===== src/rtl/status_keys_if.sv =====
// Key event bus for status_keys: raw button pins in, debounced levels and
// single-cycle key events out. The master side is the key block itself, the
// slave side is whoever owns the pins and consumes the events.
// "release" and "repeat" are SystemVerilog keywords, so those two event
// lines are called release_evt and repeat_evt.
interface status_keys_if #(
    parameter int KEYS = 2
);
    logic [KEYS-1:0] key_pin;
    logic [KEYS-1:0] down;
    logic [KEYS-1:0] press;
    logic [KEYS-1:0] release_evt;
    logic [KEYS-1:0] click;
    logic [KEYS-1:0] long_press;
    logic [KEYS-1:0] repeat_evt;

    modport master (
        input  key_pin,
        output down, press, release_evt, click, long_press, repeat_evt
    );

    modport slave (
        output key_pin,
        input  down, press, release_evt, click, long_press, repeat_evt
    );
endinterface


===== src/rtl/status_keys.sv =====
// status_keys: per-key 2-FF synchroniser, debounce FSM and hold timer that
// turns raw push-button pins into debounced levels and one-cycle events
// (press, release, click, long_press, optional auto-repeat).
// Optional feature: define STATUS_KEYS_REPEAT_EN to build the auto-repeat
// counter; without it repeat_evt is tied to 0 and no counter exists.
//
// state        | meaning
// -------------+-----------------------------------------------------------
// RELEASED     | key idle, down=0
// PRESS_WAIT   | pin active, counting stable cycles before accepting press
// HELD         | press accepted, hold timer running toward long press
// LONG_HELD    | long press reached, hold timer stopped
// RELEASE_WAIT | pin inactive while held, counting stable cycles (down=1)
module status_keys #(
    parameter int KEYS            = 2,
    parameter int ACTIVE_LOW      = 1,
    parameter int DEBOUNCE_CYCLES = 270_000,
    parameter int LONG_CYCLES     = 27_000_000,
    parameter int REPEAT_CYCLES   = 5_000_000
) (
    input logic          clk,
    input logic          reset,
    status_keys_if.master bus
);

    localparam int MAX_DL     = (DEBOUNCE_CYCLES > LONG_CYCLES) ? DEBOUNCE_CYCLES : LONG_CYCLES;
    localparam int MAX_CYCLES = (MAX_DL > REPEAT_CYCLES) ? MAX_DL : REPEAT_CYCLES;
    localparam int CW         = $clog2(MAX_CYCLES);

    localparam logic [CW-1:0]   CNT_ONE   = CW'(1);
    localparam logic [CW-1:0]   DEB_LAST  = CW'(DEBOUNCE_CYCLES - 1);
    localparam logic [CW-1:0]   LONG_LAST = CW'(LONG_CYCLES - 1);
    localparam logic [KEYS-1:0] IDLE_PIN  = {KEYS{ACTIVE_LOW != 0}};

    typedef enum logic [2:0] {
        RELEASED,
        PRESS_WAIT,
        HELD,
        LONG_HELD,
        RELEASE_WAIT
    } state_t;

    logic [KEYS-1:0] sync1;
    logic [KEYS-1:0] sync2;
    logic [KEYS-1:0] act;

    state_t          state [KEYS];
    logic [CW-1:0]   dcnt  [KEYS];
    logic [CW-1:0]   hcnt  [KEYS];
    logic [KEYS-1:0] long_flag;

    logic [KEYS-1:0] down_q;
    logic [KEYS-1:0] press_q;
    logic [KEYS-1:0] release_q;
    logic [KEYS-1:0] click_q;
    logic [KEYS-1:0] long_q;

`ifdef STATUS_KEYS_REPEAT_EN
    localparam logic [CW-1:0] RPT_LAST = CW'(REPEAT_CYCLES - 1);

    logic [CW-1:0]   rcnt [KEYS];
    logic [KEYS-1:0] repeat_q;
`endif

    // Two-flop synchroniser; resets to the idle pin level so a pressed key
    // during reset looks like a fresh press afterwards.
    always_ff @(posedge clk or negedge reset) begin
        if (!reset) begin
            sync1 <= IDLE_PIN;
            sync2 <= IDLE_PIN;
        end else begin
            sync1 <= bus.key_pin;
            sync2 <= sync1;
        end
    end

    assign act = sync2 ^ IDLE_PIN;

    // Per-key debounce/hold FSM with registered level and event outputs.
    always_ff @(posedge clk or negedge reset) begin
        if (!reset) begin
            for (int k = 0; k < KEYS; k++) begin
                state[k] <= RELEASED;
                dcnt[k]  <= '0;
                hcnt[k]  <= '0;
`ifdef STATUS_KEYS_REPEAT_EN
                rcnt[k]  <= '0;
`endif
            end
            long_flag <= '0;
            down_q    <= '0;
            press_q   <= '0;
            release_q <= '0;
            click_q   <= '0;
            long_q    <= '0;
`ifdef STATUS_KEYS_REPEAT_EN
            repeat_q  <= '0;
`endif
        end else begin
            for (int k = 0; k < KEYS; k++) begin
                press_q[k]   <= 1'b0;
                release_q[k] <= 1'b0;
                click_q[k]   <= 1'b0;
                long_q[k]    <= 1'b0;
`ifdef STATUS_KEYS_REPEAT_EN
                repeat_q[k]  <= 1'b0;
`endif
                case (state[k])
                    RELEASED: begin
                        if (act[k]) begin
                            state[k] <= PRESS_WAIT;
                            dcnt[k]  <= '0;
                        end
                    end
                    PRESS_WAIT: begin
                        if (!act[k]) begin
                            state[k] <= RELEASED;
                        end else if (dcnt[k] == DEB_LAST) begin
                            state[k]     <= HELD;
                            press_q[k]   <= 1'b1;
                            down_q[k]    <= 1'b1;
                            hcnt[k]      <= '0;
                            long_flag[k] <= 1'b0;
                        end else begin
                            dcnt[k] <= dcnt[k] + CNT_ONE;
                        end
                    end
                    HELD: begin
                        if (!act[k]) begin
                            state[k] <= RELEASE_WAIT;
                            dcnt[k]  <= '0;
                        end else if (hcnt[k] == LONG_LAST) begin
                            state[k]     <= LONG_HELD;
                            long_q[k]    <= 1'b1;
                            long_flag[k] <= 1'b1;
`ifdef STATUS_KEYS_REPEAT_EN
                            rcnt[k]      <= '0;
`endif
                        end else begin
                            hcnt[k] <= hcnt[k] + CNT_ONE;
                        end
                    end
                    LONG_HELD: begin
                        if (!act[k]) begin
                            state[k] <= RELEASE_WAIT;
                            dcnt[k]  <= '0;
                        end
`ifdef STATUS_KEYS_REPEAT_EN
                        else if (rcnt[k] == RPT_LAST) begin
                            repeat_q[k] <= 1'b1;
                            rcnt[k]     <= '0;
                        end else begin
                            rcnt[k] <= rcnt[k] + CNT_ONE;
                        end
`endif
                    end
                    RELEASE_WAIT: begin
                        // hcnt and the repeat counter stay frozen here so a
                        // bounce resumes the hold where it left off.
                        if (act[k]) begin
                            state[k] <= long_flag[k] ? LONG_HELD : HELD;
                        end else if (dcnt[k] == DEB_LAST) begin
                            state[k]     <= RELEASED;
                            release_q[k] <= 1'b1;
                            click_q[k]   <= ~long_flag[k];
                            down_q[k]    <= 1'b0;
                        end else begin
                            dcnt[k] <= dcnt[k] + CNT_ONE;
                        end
                    end
                    default: begin
                        state[k]  <= RELEASED;
                        down_q[k] <= 1'b0;
                    end
                endcase
            end
        end
    end

    assign bus.down        = down_q;
    assign bus.press       = press_q;
    assign bus.release_evt = release_q;
    assign bus.click       = click_q;
    assign bus.long_press  = long_q;

`ifdef STATUS_KEYS_REPEAT_EN
    assign bus.repeat_evt = repeat_q;
`else
    assign bus.repeat_evt = '0;
`endif

endmodule


===== src/flat_wrapper.sv =====
// flat-port wrapper written by rule: the top's interface ports become plain ports
module status_keys_flat 
#(
    parameter int KEYS            = 2,
    parameter int ACTIVE_LOW      = 1,
    parameter int DEBOUNCE_CYCLES = 270_000,
    parameter int LONG_CYCLES     = 27_000_000,
    parameter int REPEAT_CYCLES   = 5_000_000
)
  (clk, reset, bus_key_pin, bus_down, bus_press, bus_release_evt, bus_click, bus_long_press, bus_repeat_evt);
  status_keys_if #(.KEYS(KEYS)) bus_i ();
  input logic clk;
  input logic reset;
  input wire logic [$bits(bus_i.key_pin)-1:0] bus_key_pin;
  output wire logic [$bits(bus_i.down)-1:0] bus_down;
  output wire logic [$bits(bus_i.press)-1:0] bus_press;
  output wire logic [$bits(bus_i.release_evt)-1:0] bus_release_evt;
  output wire logic [$bits(bus_i.click)-1:0] bus_click;
  output wire logic [$bits(bus_i.long_press)-1:0] bus_long_press;
  output wire logic [$bits(bus_i.repeat_evt)-1:0] bus_repeat_evt;
  assign bus_i.key_pin = bus_key_pin;
  assign bus_down = bus_i.down;
  assign bus_press = bus_i.press;
  assign bus_release_evt = bus_i.release_evt;
  assign bus_click = bus_i.click;
  assign bus_long_press = bus_i.long_press;
  assign bus_repeat_evt = bus_i.repeat_evt;
  status_keys #(.KEYS(KEYS), .ACTIVE_LOW(ACTIVE_LOW), .DEBOUNCE_CYCLES(DEBOUNCE_CYCLES), .LONG_CYCLES(LONG_CYCLES), .REPEAT_CYCLES(REPEAT_CYCLES)) u_core (.clk(clk), .reset(reset), .bus(bus_i));
endmodule

===== config.mk =====
export PLATFORM = sky130hd
export DESIGN_NAME = status_keys_flat
export DESIGN_NICKNAME = d
export VERILOG_FILES = /design/src/rtl/status_keys_if.sv /design/src/rtl/status_keys.sv /design/src/flat_wrapper.sv
export SDC_FILE = /design/constraint.sdc
export NUM_CORES = 1
export LEC_CHECK = 0
export ABC_CLOCK_PERIOD_IN_PS = 4000
export CORE_MARGIN = 2
export CORE_UTILIZATION = 40
export CTS_BUF_LIST = sky130_fd_sc_hd__clkbuf_2
export CTS_CLUSTER_DIAMETER = 80
export CTS_CLUSTER_SIZE = 14
export DETAILED_ROUTE_END_ITERATION = 12
export REMOVE_ABC_BUFFERS = 1
export SLEW_MARGIN = 10
export SYNTH_ARGS = -nofsm -noshare
export SYNTH_HDL_FRONTEND = slang
export SYNTH_SLANG_ARGS = --single-unit

===== constraint.sdc =====
create_clock -name clk -period 4 [get_ports clk]
set_input_delay 0.8 -clock clk [delete_from_list [all_inputs] [get_ports clk]]
set_output_delay 0.8 -clock clk [all_outputs]
set_load 0.02 [all_outputs]

==> flow_summary.ini, run 1 <==
[global_route]
gr-total-overflow = 0
grt_max_degree = 97
antenna_found_initial = 1
grt_pass1_vias = 5271
use_met1_pct = 24.69
grt_pass1_wl_microns = 24880
track_usage_pct = 18.03
grtUsageMet2_pct = 28.83
use_met3_pct = 3.542
busiest_layer = met2

[route]
vias = 5375
drt-pass1-iter-count = 7
drc = 0
via_per_inst = 5.587
drtIter0Drc = 440
wl_per_cell_microns = 14.49
finalWirelength_microns = 13940
ant_nets = 0

[logic_synthesis]
yosys.area.top_type_share_pct = 45.86
ys_warn_count = 0
synthDistinctLibCells = 60
syn-cell-area_sq_um = 6439
avgSynthCellArea_sq_um = 8.844
seq_area_frac_synth_pct = 47.49
synth-edff-count = 0
postSynthCellCount = 728
synth_ff_type = dfrtp_1
synth_top_cells_by_area = dfrtp_1 46%, o21ai_0 5.8%, nor2_1 4.9%
synth.largest_area_cell = dfrtp_1
synth-async-reset-ratio_pct = 100.0
ys_ff_latch = 122

[final_layout]
final_common_cell = dfrtp_1
multi_input_area_sq_um = 3192
layout_common_cells = 118 x dfrtp_1, 84 x nor2_1, 74 x o21ai_0
area_growth_pct = 8.648
final_nets = 740
layout-drive-gt1-share_pct = 6.720
final_cell_area_sq_um = 6995
n_fill_cell = 1528
seq_area_sq_um = 3058

[sta]
relSlewSlack_pct = 28.17
fmax_ghz = 0.3633
rsz0062_at_grt = false
report.final.slew_viol_count = 0
worst_pin_slew_ns = 1.073
finClkSkew_ns = 0.01776
setup_viol = 0
period_minus_slack_ns = 2.753
finalCritPeriodShare_pct = 68.82
fin_tns_setup_ns = 0
finalHoldViolations = 0

[clocking]
htreeDepth = 4
numCtsBuffers = 17
hold_buffers = 1
cts-resized-gates = 0
post_cts_buffers = 0
clk_latency_ns = 0.70
cts_tree = built
clkTransAtPathRegs_ns = 0.17
cts_num_sinks = 122
clk_root_buffer_cell = clkbuf_2
clock_path_buffers = 2

[floorplan]
initial_utilization_pct = 40.68
ioPinCount = 16
die_w_microns = 130.9
num_rows = 46
die_y_microns = 130.9
die_area_sq_um = 17130
core_area_sq_um = 15830

[min_path]
hold_path_class = flip-flop to flip-flop

[placement]
gp_congestion = 0.8359
place_hpwl_microns = 9408
portBuffers = 13
place_area_sq_um = 6754

[setup_path]
path_class = flip-flop to flip-flop
cp.required_ns = 4.61
cp.arrival_ns = 3.36
critPathMaxFanout = 20
endpoint_kind = flip-flop
start_kind = flip-flop

[outcome]
status = completed

[flow_run]
max_cap_viol_count = 0

[pwr]
p_per_area_nw_per_um2 = 327.0
p_leak_nw = 2.854
vdd_ir_drop_max_mv = 0.1844
critical path, cell delays in order, from the launching register on:
cell	delay [ns]
dfrtp_1	0.58
or3b_2	0.72
nor2_1	0.29
o31ai_2	0.12
buf_4	0.21
a2111oi_0	0.51
xnor2_1	0.18
nor2_1	0.05
metal layers:
metal	share of wire (%)	up-vias
li1	-	2647
met1	49	2639
met2	47	72
met3	2.9	17
met4	1.5	0
met5	0	-
synth_stat cells, types with 10 or more instances:
cell type,number
o31ai_1,21
xor2_1,17
nor2_1,84
a31oi_1,11
nor3_1,25
o21ai_0,74
nand2_1,69
a21oi_1,37
clkbuf_1,30
or3_1,15
nand3_1,38
xnor2_1,23
nand4_1,23
dfrtp_1,118
and3_1,16
inv_1,10
cell type report:
class,count,area share (%)
sequential,122,43.71
inverter,11,0.5902
tap,216,3.863
timing repair buffer,21,2.898
clock inverter,12,1.878
antenna,2,0.07154
clock buffer,19,1.359
multi-input combinational,559,45.63
kinds of logic after synthesis:
| kind of cell | count (synthesis) | synth area share, % |
|---|---|---|
| other | 1 | 0.05824 |
| adder cells (fa/ha/maj) | 4 | 0.7773 |
| multiplexers | 2 | 0.3303 |
| AO/OA/AOI/OAI | 174 | 15.99 |
| flip-flops | 122 | 47.49 |
| XOR/XNOR | 40 | 5.441 |
| buffers and inverters | 48 | 2.992 |
| AND/OR/NAND/NOR | 337 | 26.91 |
registers in the layout, summed over array words and instances (netlist names):
name,count
u_core.sync1,2
u_core.bus.press,2
u_core.sync2,2
u_core.long_flag,2
u_core.bus.long_press,2
u_core.dcnt,50
u_core.bus.down,2
u_core.bus.release_evt,2
u_core.hcnt,50
u_core.state,6
u_core.bus.click,2
through the flow:
step | hold slack [ns] | utilization, % | std cells | power, W | worst slack [ns]
3_3_place_gp | 0.3473 | 42.67 | 928 | 0.001513 | 1.359
3_5_place_dp | 0.3493 | 42.67 | 928 | 0.001518 | 1.268
4_1_cts | 0.3706 | 44.17 | 960 | 0.002316 | 1.240
2_1_floorplan | 0.3452 | - | 692 | 0.001434 | 1.228
5_1_grt | 0.3746 | 44.20 | 962 | 0.002405 | 0.9865
6_report | 0.3685 | 44.20 | 962 | 0.002287 | 1.247
worst paths after layout:
check | from | end | slack (ns) | depth (start not counted)
hold reg to reg | u_core.sync1[1] | u_core.sync2[1] | 0.37 | 0
setup / recovery | u_core.state[2] | u_core.hcnt[21] | 1.25 | 7
setup reg to reg | u_core.state[2] | u_core.hcnt[21] | 1.25 | 7
hold / removal | u_core.sync1[1] | u_core.sync2[1] | 0.37 | 0
min in group asynchronous | reset | u_core.dcnt[34] | 0.53 | 2
max in group asynchronous | reset | u_core.sync1[1] | 2.61 | 3
where the power goes:
part           switching [W]  leakage (nW)  internal (W)
Sequential         0.0000330          1.68       0.00126
Clock               0.000456         0.141      0.000337
Combinational       0.000141          1.03     0.0000625
Total               0.000630          2.85       0.00166
No activity file was read; power rests on OpenSTA's default activity.
==> run 2, diff against run 1 <==
Settings changed: ABC_CLOCK_PERIOD_IN_PS 4000 to 2300.
Clock period 4 ns to 2.3 ns, I/O delays scaled along.
==> flow_summary.ini, run 2 (same netlist as run 1, synthesis figures left out) <==
[global_route]
track_usage_pct = 19.45
gr-total-overflow = 0
grt_max_degree = 62
antenna_found_initial = 1
grt_pass1_vias = 5716
grt_pass1_wl_microns = 26670

[sta]
finClkSkew_ns = 0.03594
finalCritPeriodShare_pct = 99.22
finalHoldViolations = 0
setup_viol = 0
period_minus_slack_ns = 2.282
fmax_ghz = 0.4382
rsz0062_at_grt = true
fin_tns_setup_ns = 0
report.final.slew_viol_count = 0

[final_layout]
layout_common_cells = 118 x dfrtp_1, 104 x buf_4, 82 x nor2_1
final_cell_area_sq_um = 7929
multi_input_area_sq_um = 3331
instances_no_fill = 1061
final_common_cell = dfrtp_1
seq_area_sq_um = 3058
layout-drive-gt1-share_pct = 21.56
n_fill_cell = 1494
area_growth_pct = 23.14
largest_registers = u_core.dcnt: 50 flops, u_core.hcnt: 50 flops, u_core.state: 6 flops
final_nets = 839

[setup_path]
cp.arrival_ns = 2.91
start_kind = flip-flop
critPathMaxFanout = 5
cp.required_ns = 2.93
endpoint_kind = flip-flop
path_class = flip-flop to flip-flop

[route]
wl_per_cell_microns = 14.52
drtIter0Drc = 455
drc = 0
finalWirelength_microns = 15410
drt-pass1-iter-count = 5
via_per_inst = 5.528
vias = 5865
ant_nets = 0

[pwr]
p_leak_nw = 3.434
vdd_ir_drop_max_mv = 0.3471
p_int_w = 0.003112
pwr-share-comb_pct = 11.9
pwr-share-seq_pct = 52.1
pwr-share-clk_pct = 35.9
sw_frac_of_total_pct = 26.80
p_sw_w = 0.001140
p_per_area_nw_per_um2 = 536.2

[clocking]
clk_latency_ns = 0.71
numCtsBuffers = 17
htreeDepth = 4
cts_tree = built
clkTransAtPathRegs_ns = 0.17
clk_root_buffer_cell = clkbuf_2
cts_num_sinks = 122
clock_path_buffers = 2

[floorplan]
die_w_microns = 130.9
die_area_sq_um = 17130
num_rows = 46
die_y_microns = 130.9
ioPinCount = 16
core_area_sq_um = 15830
initial_utilization_pct = 40.68

[min_path]
hold_path_class = input port to flip-flop

[outcome]
status = completed

[placement]
place_area_sq_um = 7420
dp_cells = 1015
gp_congestion = 0.8678
portBuffers = 13
place_hpwl_microns = 10710

[flow_run]
max_cap_viol_count = 0
==> run 2: cell types whose count changed in the layout (fill, tap and decap cells not counted), moves of 4 or more <==
cell	delta
buf_4	+97
clkinv_1	-4
o21ai_1	+4
o21ai_0	-7
or4_4	+4
or4_1	-4
==> run 2: worst max-delay path, stage by stage, from the launching register on <==
cell	delay [ns]
dfrtp_1	0.40
or3_1	0.36
or3_4	0.33
or3_4	0.38
and2_4	0.19
or4_1	0.42
a21oi_2	0.13
==> run 2: metal layers <==
layer  share of wire, %  global-route usage [%]  vias up
met4                1.9                   7.635        0
met5                  0                       0        -
met3                3.9                   3.787       25
met2                 48                   31.62      128
met1                 46                   25.77     2866
li1                   -                       -     2846
==> run 2: timing repair <==
item	in CTS	in global routing
pin swaps	10	6
endpoints found under the hold margin	64	0
hold buffers	1	0
setup endpoints to repair	31	41
buffers inserted	3	9
gates resized for setup	18	28
==> run 2: layout make-up <==
type                            count  share of cell area (%)
Inverter                           11                  0.5208
Clock inverter                     10                   1.909
Antenna cell                        1                 0.03156
Sequential cell                   122                   38.57
Tap cell                          216                   3.409
Multi-Input combinational cell    559                   42.01
Clock buffer                       22                   1.389
Timing Repair Buffer              120                   12.17
==> run 2: worst paths after layout <==
path                                       from                   endpoint  slack [ns]  cells past startpoint
worst max-delay path            u_core.dcnt[21]            u_core.hcnt[17]        0.02                      6
worst min-delay path             bus_key_pin[0]            u_core.sync1[0]        0.14                      1
worst max register to register  u_core.dcnt[21]            u_core.hcnt[17]        0.02                      6
worst min register to register  u_core.sync1[1]            u_core.sync2[1]        0.37                      0
max in group asynchronous                 reset  u_core.bus.release_evt[1]        1.29                      3
min in group asynchronous                 reset            u_core.dcnt[36]        0.17                      2
==> run 2: metrics by stage <==
stage	utilization [%]	worst slack [ns]	hold WS, ns	power (W)
2_1_floorplan	-	-0.4720	0.1644	0.002494
3_3_place_gp	46.88	-0.1223	0.3477	0.002723
3_5_place_dp	46.88	-0.1888	0.3495	0.002742
4_1_cts	49.08	-0.001248	0.05970	0.004294
5_1_grt	50.09	-0.06455	0.04809	0.004455
6_report	50.09	0.01800	0.1417	0.004252
==> run 2: power by group through the flow <==
stage | Clock (W) | Sequential [W] | Combinational [W]
finish | 0.00153 | 0.00222 | 0.000507
detailed placement | 0 | 0.00226 | 0.000486
floorplan | 0 | 0.00227 | 0.000224
CTS | 0.00157 | 0.00222 | 0.000504
global placement | 0 | 0.00225 | 0.000471
global route | 0.00166 | 0.00222 | 0.000575
